[src/rtl/ps2_key_packer.sv]
// ----------------------------------------------------------------------------
// ps2_key_packer
//   Packs a PS/2 scan-code byte stream into a 65-bit key event word. The word
//   is updated once per complete make/break sequence. This includes plain
//   codes, E0-extended codes, and the PRNSCR and PAUSE sequences.
//
// Ports
//   clk_sys     in   1  system clock, rising edge
//   reset_n     in   1  synchronous active-low reset
//   byte_in     in   8  received scan-code byte
//   byte_valid  in   1  one-cycle qualifier for byte_in
//   ps2_key     out 65  [63:0] right-aligned sequence, [64] toggles per event
//   key_strobe  out  1  one-cycle pulse with each ps2_key update
//   busy        out  1  a partial sequence is being held
// ----------------------------------------------------------------------------
module ps2_key_packer #(
   parameter int unsigned TIMEOUT_CYCLES = 1000000,
   parameter bit          FILTER_RESP    = 1'b1
) (
   input  logic        clk_sys,
   input  logic        reset_n,
   input  logic [7:0]  byte_in,
   input  logic        byte_valid,
   output logic [64:0] ps2_key,
   output logic        key_strobe,
   output logic        busy
);

   localparam int unsigned TW = $clog2(TIMEOUT_CYCLES + 1);
   // The partial sequence is dropped on the edge where the counter would reach
   // TIMEOUT_CYCLES-1.
   localparam logic [TW-1:0] TMR_LAST = TW'(TIMEOUT_CYCLES - 2);

   typedef enum logic [1:0] {
      S_IDLE    = 2'd0,
      S_COLLECT = 2'd1,
      S_PAUSE   = 2'd2
   } state_t;

   function automatic logic is_prefix(input logic [7:0] b);
      return (b == 8'hE0) || (b == 8'hF0) || (b == 8'hE1);
   endfunction

   function automatic logic is_resp(input logic [7:0] b);
      return (b == 8'h00) || (b == 8'hAA) || (b == 8'hEE) ||
             (b == 8'hFA) || (b == 8'hFE) || (b == 8'hFF);
   endfunction

   state_t         state_q, state_d;
   logic [63:0]    acc_q, acc_d;
   logic [3:0]     cnt_q, cnt_d;
   logic [TW-1:0]  tmr_q, tmr_d;
   logic [64:0]    key_q, key_d;
   logic           strobe_q, strobe_d;
   logic           busy_q;

   logic [63:0]    shifted_s;
   logic           timeout_s;
   logic           fresh_s;
   logic           done_s;
   logic [63:0]    done_word_s;

   assign shifted_s = {acc_q[55:0], byte_in};
   assign timeout_s = (state_q != S_IDLE) && (tmr_q == TMR_LAST);
   // These bytes start a new sequence: bytes in idle, a byte on the timeout
   // cycle, and a 9th byte outside PAUSE (overflow).
   assign fresh_s   = (state_q == S_IDLE) || timeout_s ||
                      ((state_q == S_COLLECT) && (cnt_q == 4'd8));

   // Next-state, accumulator, timeout counter and event word logic.
   always_comb begin
      state_d     = state_q;
      acc_d       = acc_q;
      cnt_d       = cnt_q;
      tmr_d       = tmr_q;
      key_d       = key_q;
      strobe_d    = 1'b0;
      done_s      = 1'b0;
      done_word_s = 64'd0;

      if (byte_valid) begin
         tmr_d = '0;
         if (fresh_s) begin
            state_d = S_IDLE;
            acc_d   = 64'd0;
            cnt_d   = 4'd0;
            if (FILTER_RESP && is_resp(byte_in)) begin
               state_d = S_IDLE;
            end else if (byte_in == 8'hE1) begin
               state_d = S_PAUSE;
               acc_d   = {56'd0, byte_in};
               cnt_d   = 4'd1;
            end else if (is_prefix(byte_in)) begin
               state_d = S_COLLECT;
               acc_d   = {56'd0, byte_in};
               cnt_d   = 4'd1;
            end else begin
               done_s      = 1'b1;
               done_word_s = {56'd0, byte_in};
            end
         end else if (state_q == S_PAUSE) begin
            // PAUSE has fixed length, so its byte values do not matter.
            if (cnt_q == 4'd7) begin
               done_s      = 1'b1;
               done_word_s = shifted_s;
            end else begin
               acc_d = shifted_s;
               cnt_d = cnt_q + 4'd1;
            end
         end else begin
            // E0 12 and E0 F0 7C are the first halves of PRNSCR make and
            // break, so they do not end the sequence.
            if (!is_prefix(byte_in) &&
                !((cnt_q == 4'd1) && (acc_q == 64'h0000_0000_0000_00E0) && (byte_in == 8'h12)) &&
                !((cnt_q == 4'd2) && (acc_q == 64'h0000_0000_0000_E0F0) && (byte_in == 8'h7C))) begin
               done_s      = 1'b1;
               done_word_s = shifted_s;
            end else begin
               acc_d = shifted_s;
               cnt_d = cnt_q + 4'd1;
            end
         end
      end else if (timeout_s) begin
         state_d = S_IDLE;
         acc_d   = 64'd0;
         cnt_d   = 4'd0;
         tmr_d   = '0;
      end else if (state_q != S_IDLE) begin
         tmr_d = tmr_q + TW'(1);
      end else begin
         tmr_d = '0;
      end

      if (done_s) begin
         key_d    = {~key_q[64], done_word_s};
         strobe_d = 1'b1;
         state_d  = S_IDLE;
         acc_d    = 64'd0;
         cnt_d    = 4'd0;
      end else begin
         strobe_d = 1'b0;
      end
   end

   // State and output registers with synchronous active-low reset.
   always_ff @(posedge clk_sys) begin
      if (!reset_n) begin
         state_q  <= S_IDLE;
         acc_q    <= 64'd0;
         cnt_q    <= 4'd0;
         tmr_q    <= '0;
         key_q    <= 65'd0;
         strobe_q <= 1'b0;
         busy_q   <= 1'b0;
      end else begin
         state_q  <= state_d;
         acc_q    <= acc_d;
         cnt_q    <= cnt_d;
         tmr_q    <= tmr_d;
         key_q    <= key_d;
         strobe_q <= strobe_d;
         busy_q   <= (state_d != S_IDLE);
      end
   end

   assign ps2_key    = key_q;
   assign key_strobe = strobe_q;
   assign busy       = busy_q;

endmodule

[config.mk]
export PLATFORM = sky130hd
export DESIGN_NAME = ps2_key_packer
export DESIGN_NICKNAME = d
export VERILOG_FILES = /design/src/rtl/ps2_key_packer.sv
export SDC_FILE = /design/constraint.sdc
export NUM_CORES = 1
export LEC_CHECK = 0
export CORE_MARGIN = 2
export CORE_UTILIZATION = 54
export CTS_CLUSTER_DIAMETER = 60
export DETAILED_ROUTE_END_ITERATION = 6
export GPL_ROUTABILITY_DRIVEN = 0
export PLACE_DENSITY = 0.87
export SLEW_MARGIN = 30
export SYNTH_ARGS = -nofsm -noshare
export SYNTH_HDL_FRONTEND = slang
export SYNTH_SLANG_ARGS = --single-unit
[constraint.sdc]
create_clock -name clk_sys -period 6.8 [get_ports clk_sys]
set_clock_uncertainty 0.1 [all_clocks]
set_input_delay 1.36 -clock clk_sys [delete_from_list [all_inputs] [get_ports clk_sys]]
set_output_delay 1.36 -clock clk_sys [all_outputs]
set_load 0.005 [all_outputs]
### Word level (Yosys, flattened, before mapping)

Index checks and enable logic that the tools add are counted.

| operators by class | value |
|---|---|
| add/sub/neg operators | 2 |
| equality and inequality tests | 21 |
| mux-type cells | 42 |
| bitwise logic cells | 3 |
| reduce and logical (&&, ||, !) cells | 28 |

Operators with widths:

| cell | count |
|---|---|
| $mux W64 | 11 |
| $eq A64 B16 Y1 const B | 1 |
| $eq A64 B8 Y1 const B | 1 |
| $eq A8 B8 Y1 const B | 8 |
| $mux W8 | 6 |
| $mux W4 | 6 |
| $add A20 B1 Y20 const B | 1 |
| $eq A20 B20 Y1 const B | 1 |
| $mux W1 | 13 |
| $mux W2 | 6 |
| $logic_or A1 B1 Y1 | 9 |
| $eq A8 B5 Y1 const B | 1 |
| $eq A8 B7 Y1 const B | 1 |
| $logic_and A1 B1 Y1 | 8 |
| $logic_not A8 Y1 | 1 |
| $ne A4 B4 Y1 const B | 2 |
| $reduce_bool A2 Y1 | 3 |
| $add A4 B1 Y4 const B | 1 |
| $eq A4 B1 Y1 const B | 1 |
| $eq A4 B2 Y1 const B | 1 |
| $eq A4 B3 Y1 const B | 1 |
| $eq A4 B4 Y1 const B | 1 |
| $reduce_or A4 Y1 | 1 |
| $logic_not A1 Y1 | 3 |
| other kinds (6) | 8 |

| word-level totals | value |
|---|---|
| register bits | 157 |
| logic and storage cells | 103 |

### Logic depth before layout (Yosys ltp)

Gate-level depths: netlist (run 1).

| logic depth | value |
|---|---|
| word-level depth | 12 |
| depth in mapped cells | 11 |

### Worst setup path before layout (run 1)

OpenSTA, ideal clock, no wires.

| timing path | value |
|---|---|
| kind | input to register |
| start | input port byte_in[1] |
| end | register key_q[23], in the netlist ps2_key[23] |
| setup time | 0.060 ns |
| arrival time | 3.339 ns |
| data required time | 6.640 ns |
| setup slack | 3.302 ns |
| stages on the path | 7 |
| cell sequence | nand2b_4 or4_1 a2111o_1 o21a_4 a221oi_4 buf_8 a32o_2 |

| between the ends | value |
|---|---|
| longest elaborated chain between the ends | 10 |
| elaborated cells between the ends (all ways) | 36 |
| classes of those cells | 10 x eq/ne; 11 x mux; 15 x reduce/logical |

Ends and longest elaborated chain:

| item | line | RTL |
|---|---|---|
| start, declared | 22 | `input logic [7:0] byte_in,` |
| $eq A8 B8 Y1 | 41 | `return (b == 8'hE0) \|\| (b == 8'hF0) \|\| (b == 8'hE1);` |
| $logic_or A1 B1 Y1 (2 in a row) | 41 |  |
| $logic_not A1 Y1 | 113 | `if (!is_prefix(byte_in) &&` |
| $logic_and A1 B1 Y1 | 113 |  |
| $logic_and A1 B1 Y1 | 114 | `!((cnt_q == 4'd1) && (acc_q == 64'h0000_0000_0000_00E0) && (byte_in == 8'h12)) &&` |
| $mux W64 or $mux W1 (tied branches) | 113 |  |
| $mux W64 or $mux W1 (tied branches) | 101 | `end else if (state_q == S_PAUSE) begin` |
| $mux W64 or $mux W1 (tied branches) | 83 | `if (fresh_s) begin` |
| $mux W64 or $mux W1 (tied branches) | 81 | `if (byte_valid) begin` |
| end signal, assigned | 160 | `key_q <= key_d;` |
| end, declared | 53 | `logic [64:0] key_q, key_d;` |

Several ways; a longest one is shown, not always the timed one.
A chain may end at the register's enable or synchronous reset.

### Worst setup path in the final report (run 1)

| timing path | value |
|---|---|
| start | input port byte_in[1] |
| end | register key_q[6], in the netlist ps2_key[6] |

Same word-level chain as after synthesis.

==> reports/results.ini, run 1 <==
[outcome]
status=finished, final reports clean

[logic_synthesis]
synth_top_area_share_pct=50.87
async_reset_ff_share_pct=0
yosysSeqAreaShare_pct=50.87
netlist_instances=644
synth.most_common_cell=dfxtp_1
synthTopCellsByCount=157 x dfxtp_1, 114 x nand2_1, 56 x nor2_1, 43 x o22ai_1, 35 x o32ai_1
synth-edff-count=0
synthDistinctLibCells=58
syn_area_per_cell_um2=9.594
synth_top_cell_by_area=dfxtp_1
synth_nets=661
synth_ff_type=dfxtp_1
synth-seq-cells=157
syn-cell-area_um2=6178
ys.warnings.count=0
synth_area_leaders=dfxtp_1 51%, nand2_1 6.9%, o32ai_1 5.0%

[route]
drc=0
first_pass_iters=5
wl_met1_um=6356
routed_via_density=6.180
wl_per_cell_um=18.31
drt_wl_total_um=15640
dr_wl_met2_um=7947
wl_met3_um=1052
ant_nets=0
initialDrtViolationCount=443
top_layer=met4
via_count=5278

[die]
die_area_um2=12310
boundaryPins=78
row_count=39
start_util_pct=54.81
core_um2=11270
dieWidth_um=111.0
die_y_um=111.0

[final_layout]
regArea_um2=3143
multi_input_area_um2=2785
area_delta_synth_final_pct=22.30
layout-drive-gt1-share_pct=9.142
n_fill_cell=852
final_nets=715
utilization_pct=67.03
n_antenna_cell=0
final_area_um2=7556

[placement]
hpwlAfterDp_um=10440
portBuffers=77
placed_area_um2=6944

[worst_setup_path]
start_kind=primary input
timing.rr.start=tmr_q[0]
path_max_fanout=6
cp-startpoint=byte_in[1]
end_kind=flop
worst-r2r-setup-slack_ns=2.89
crit_type=primary input to flop
cp-endpoint=ps2_key[6]
arrival_ns=4.42
r2r_cells=10
reg2reg_to=ps2_key[45]
required_ns=7.05

[sta]
fmax_mhz=240.3
slew_viol_final=0
fin_setup_tns_ns=0
rsz0062_at_grt=false
fin_hold_ws_ns=0.3662
hold_violations=0
worst_pin_slew_ns=0.9761
slew_headroom_pct=34.92
finalCritPeriodShare_pct=61.20
finalSetupViolations=0
min_period_ns=4.162

[clocking]
cts_setup_buffers=0
cts_max_level=4
clockBufferDepth=2
cts_tree=done
cts_made_buffers=17
cts_resized=0
root_buffer=clkbuf_16
clk_latency_ns=0.43
path_clk_slew_ns=0.06
clkSinkCount=157
ctsHoldBuffers=0

[global_route]
antenna_found_initial=0
grt_usage_pct=25.22
grt_pass1_vias=4997
overflow=0
grt_pass1_wl_um=24920
grt_max_degree=101

[pwr]
power.density_nw_per_um2=261.3
irDropWorstVdd_v=0.0001850
finalPower_mw=1.974
power_leakage_nw=2.477

[worst_hold_path]
worstHoldStart=ps2_key[46]
min_path_type=flop to flop

[job]
maxCapViolCount=0

-- metrics by stage --
stage	setup slack (ns)	cells
detailed placement	2.274	822
global route	2.471	854
floorplan	3.302	644
global placement	2.163	820
finish	2.638	854
CTS	2.663	854
-- sequential cells by signal, summed over array words and instances (netlist names) --
name	cells
ps2_key	65
acc_q	64
tmr_q	20
cnt_q	4
state_q	2
busy	1
key_strobe	1
-- layout by cell type (no fill, tap or decap), types with 2 or more instances in the layout --
cell type	netlist	final
nor2_1	56	56
o21a_1	2	2
a22oi_1	22	22
nand4_1	7	7
nand2b_1	2	2
a21o_1	2	2
inv_1	6	6
nor4_1	14	14
nand3b_1	3	3
a2111o_1	2	2
clkdlybuf4s50_1	0	76
and3_1	11	11
nand3_1	20	20
o32ai_1	35	35
xor2_1	10	10
clkbuf_8	0	3
or2_2	2	2
bufinv_16	0	3
a21oi_1	7	7
clkbuf_1	27	3
clkinvlp_4	0	4
a31o_2	2	2
o2bb2ai_2	8	8
o21ai_4	2	2
ha_1	6	6
a32o_1	12	12
o22ai_1	43	43
nand2_1	114	114
dfxtp_1	157	157
buf_4	3	5
nor3_1	2	2
nand2_2	2	2
clkbuf_16	0	17
mux2i_1	9	9
xnor2_1	8	8
o21ai_0	5	4
or4_4	2	2
-- cells by family (layout without fill, tap and decap cells) --
family,after synthesis,in the layout,synth area share [%]
xor+xnor,18,18,2.552
compound gates,154,154,21.00
flops,157,157,50.87
simple gates,245,245,18.47
buf+inv,54,121,4.273
mux,9,9,1.458
fa+ha+maj,7,7,1.377
-- routing by layer --
metal  vias up  global-route usage (%)
li1       2498                       -
met1      2533                   31.16
met2       214                   42.66
met3        33                   6.342
met4         0                   9.417
met5         -                       0
-- how the worst min path moves through the flow --
stage	end	slack [ns]	cells after the start
after floorplan	tmr_q[0]	0.33	1
after detailed placement	ps2_key[21]	0.36	1
after CTS	ps2_key[64]	0.37	2
after global routing	ps2_key[34]	0.38	2
final	ps2_key[46]	0.37	2
after global placement	tmr_q[0]	0.34	1
-- layout make-up --
class                   count  area share (%)
flip-flops and latches    157           41.60
clock inverters             9           1.772
clock buffers              23           6.326
multi-input cells         433           36.86
well taps                 143           2.368
inverters                   6          0.2981
repair buffers             83           10.78
-- worst max-delay path: stages --
cell             delay, ns
clkdlybuf4s50_1       0.50
nand2b_4              0.19
or4_1                 0.56
a2111o_1              0.49
o21a_4                0.24
a22oi_1               0.53
buf_2                 0.33
mux2i_1               0.22
-- report_power, final --
part | internal [mW] | switching, mW | total, mW
Sequential | 0.924 | 0.00338 | 0.928
Combinational | 0.0245 | 0.0494 | 0.0739
Clock | 0.606 | 0.366 | 0.973
(Power assumes the default switching activity.)
==> run 2: changes to the inputs <==
==> constraint.sdc (replaced) <==
create_clock -name clk_sys -period 4.1 [get_ports clk_sys]
set_clock_uncertainty 0.1 [all_clocks]
set_input_delay 0.82 -clock clk_sys [delete_from_list [all_inputs] [get_ports clk_sys]]
set_output_delay 0.82 -clock clk_sys [all_outputs]
set_load 0.005 [all_outputs]
==> reports/results.ini, run 2 (synthesis gave the netlist of run 1 again) <==
[outcome]
status=finished, final reports clean

[placement]
hpwlAfterDp_um=10630  ; +1.8%
portBuffers=77  ; unchanged
dp.cells=828  ; +0.73%

[global_route]
grt_pass1_wl_um=25540  ; +2.5%
overflow=0  ; unchanged
antenna_found_initial=0  ; unchanged
grt_usage_pct=25.73  ; +0.51 points
grt_max_degree=76  ; -25%
grt_pass1_vias=5067  ; +1.4%

[route]
dr_wl_met2_um=7711  ; -3.0%
drc=0  ; unchanged
first_pass_iters=5  ; unchanged
ant_nets=0  ; unchanged
wl_met3_um=1165  ; +11%
routed_via_density=6.258  ; +1.3%
drt_wl_total_um=15790  ; +0.96%
wl_met1_um=6322  ; -0.53%
wl_per_cell_um=18.36  ; +0.25%
via_count=5382  ; +2.0%
top_layer=met4
initialDrtViolationCount=445  ; +0.45%

[pwr]
pwr-share-seq_pct=45.2  ; -1.8 points
p_sw_uw=716.8  ; +71%
clkPwrFrac_pct=50.9  ; +1.6 points
switching_share_pct=21.11  ; -0.11 points
p_int_mw=2.678  ; +72%
irDropWorstVdd_v=0.0002787  ; +51%
pwr-share-comb_pct=3.8  ; about the same
power_leakage_nw=2.551  ; +3.0%
power.density_nw_per_um2=442.8  ; +69%

[job]
maxCapViolCount=0  ; unchanged

[clocking]
ctsHoldBuffers=0  ; unchanged
path_clk_slew_ns=0.06  ; about the same
clkSinkCount=157  ; unchanged
cts_max_level=4  ; unchanged
cts_setup_buffers=0  ; unchanged
cts_resized=0  ; unchanged
root_buffer=clkbuf_16
clockBufferDepth=2  ; unchanged
clk_latency_ns=0.43  ; about the same
cts_tree=done
cts_made_buffers=17  ; unchanged

[worst_setup_path]
timing.rr.start=tmr_q[7]
end_kind=flop
worst-r2r-setup-slack_ns=0.86  ; -2.03 ns
path_max_fanout=53  ; +47
required_ns=4.31  ; -2.74 ns
arrival_ns=3.71  ; -0.71 ns
r2r_cells=7  ; -3
start_kind=primary input
max_stage_delay_ns=0.61  ; +0.05 ns
crit_path_cell_trace=clkdlybuf4s50_1, nand2b_4, or4_1, a2111o_1, o21ai_4, o22ai_4, buf_12, o32ai_1
crit_type=primary input to flop
reg2reg_to=acc_q[45]
slowest_stage=clkdlybuf4s50_1

[die]
die_y_um=111.0  ; unchanged
core_um2=11270  ; unchanged
start_util_pct=54.81  ; unchanged
row_count=39  ; unchanged
dieWidth_um=111.0  ; unchanged
boundaryPins=78  ; unchanged
die_area_um2=12310  ; unchanged

[final_layout]
stdcell_count=860  ; +0.70%
largest_reg_flops=65  ; unchanged
final_common_cell=dfxtp_1
n_fill_cell=856  ; +0.47%
layout-drive-gt1-share_pct=10.04  ; +0.90 points
n_antenna_cell=0  ; unchanged
layout_common_cells=157 x dfxtp_1, 114 x nand2_1, 76 x clkdlybuf4s50_1
final_nets=721  ; +0.84%
area_delta_synth_final_pct=24.10

[sta]
min_period_ns=3.499
worst_pin_slew_ns=0.8965  ; -0.07969 ns
finalSetupViolations=0  ; unchanged
rsz0062_at_grt=false
slew_headroom_pct=40.02  ; +5.1 points
finalCritPeriodShare_pct=85.35
fin_setup_tns_ns=0  ; unchanged
hold_violations=0  ; unchanged
slew_viol_final=0  ; unchanged
fmax_mhz=285.8

[worst_hold_path]
hold_path_end=ps2_key[3]
hold_depth=2  ; unchanged
min_path_type=flop to flop
worstHoldStart=ps2_key[3]

run 2: layer usage:
metal / global-route usage [%] / up-vias
met5: 0 / -
met4: 12.83 / 0
met3: 6.178 / 54
met2: 41.84 / 267
met1: 32.06 / 2564
li1: - / 2497
run 2: critical path: cells and delay by family:
family	cells	cell delay (ns)
AO/OA/AOI/OAI	4	1.35
buffers and inverters	2	0.89
AND/OR/NAND/NOR	2	0.62
run 2: power groups by stage:
stage                     clock (mW)  combinational, mW  sequential [mW]
after detailed placement           0              0.127             1.57
final                           1.73              0.129             1.54
after floorplan                    0             0.0801             1.57
after global placement             0              0.123             1.57
after CTS                       1.74              0.128             1.54
after global routing            1.80              0.139             1.54
run 2: final cells by class:
class                           count  area (µm²)  share of cell area [%]
Clock inverter                     13       211.5                   2.758
Clock buffer                       19       442.9                   5.777
Sequential cell                   157        3143                   40.99
Inverter                            6       22.52                  0.2937
Multi-Input combinational cell    433        2785                   36.33
Tap cell                          143       178.9                   2.334
Timing Repair Buffer               89       883.3                   11.52
run 2: worst max-delay path by stage:
stage / startpoint / endpoint / slack, ns / cells after the start
after global placement: byte_in[6] / acc_q[55] / 0.40 / 8
after CTS: byte_in[6] / acc_q[34] / 0.66 / 8
final: byte_in[6] / acc_q[45] / 0.60 / 8
after detailed placement: byte_in[6] / acc_q[45] / 0.28 / 8
after floorplan: byte_in[1] / ps2_key[23] / 1.14 / 7
after global routing: byte_in[6] / acc_q[45] / 0.49 / 8
run 2: metrics by stage:
stage	utilization [%]	area [µm²]	setup slack (ns)	hold WS (ns)	total power, mW
after floorplan	-	6178	1.142	0.3300	1.651
after detailed placement	62.22	7013	0.2759	0.3554	1.697
after CTS	68.02	7667	0.6573	0.3639	3.401
after global placement	62.22	7013	0.4047	0.3417	1.694
final	68.02	7667	0.6008	0.3607	3.395
after global routing	68.02	7667	0.4914	0.3863	3.476
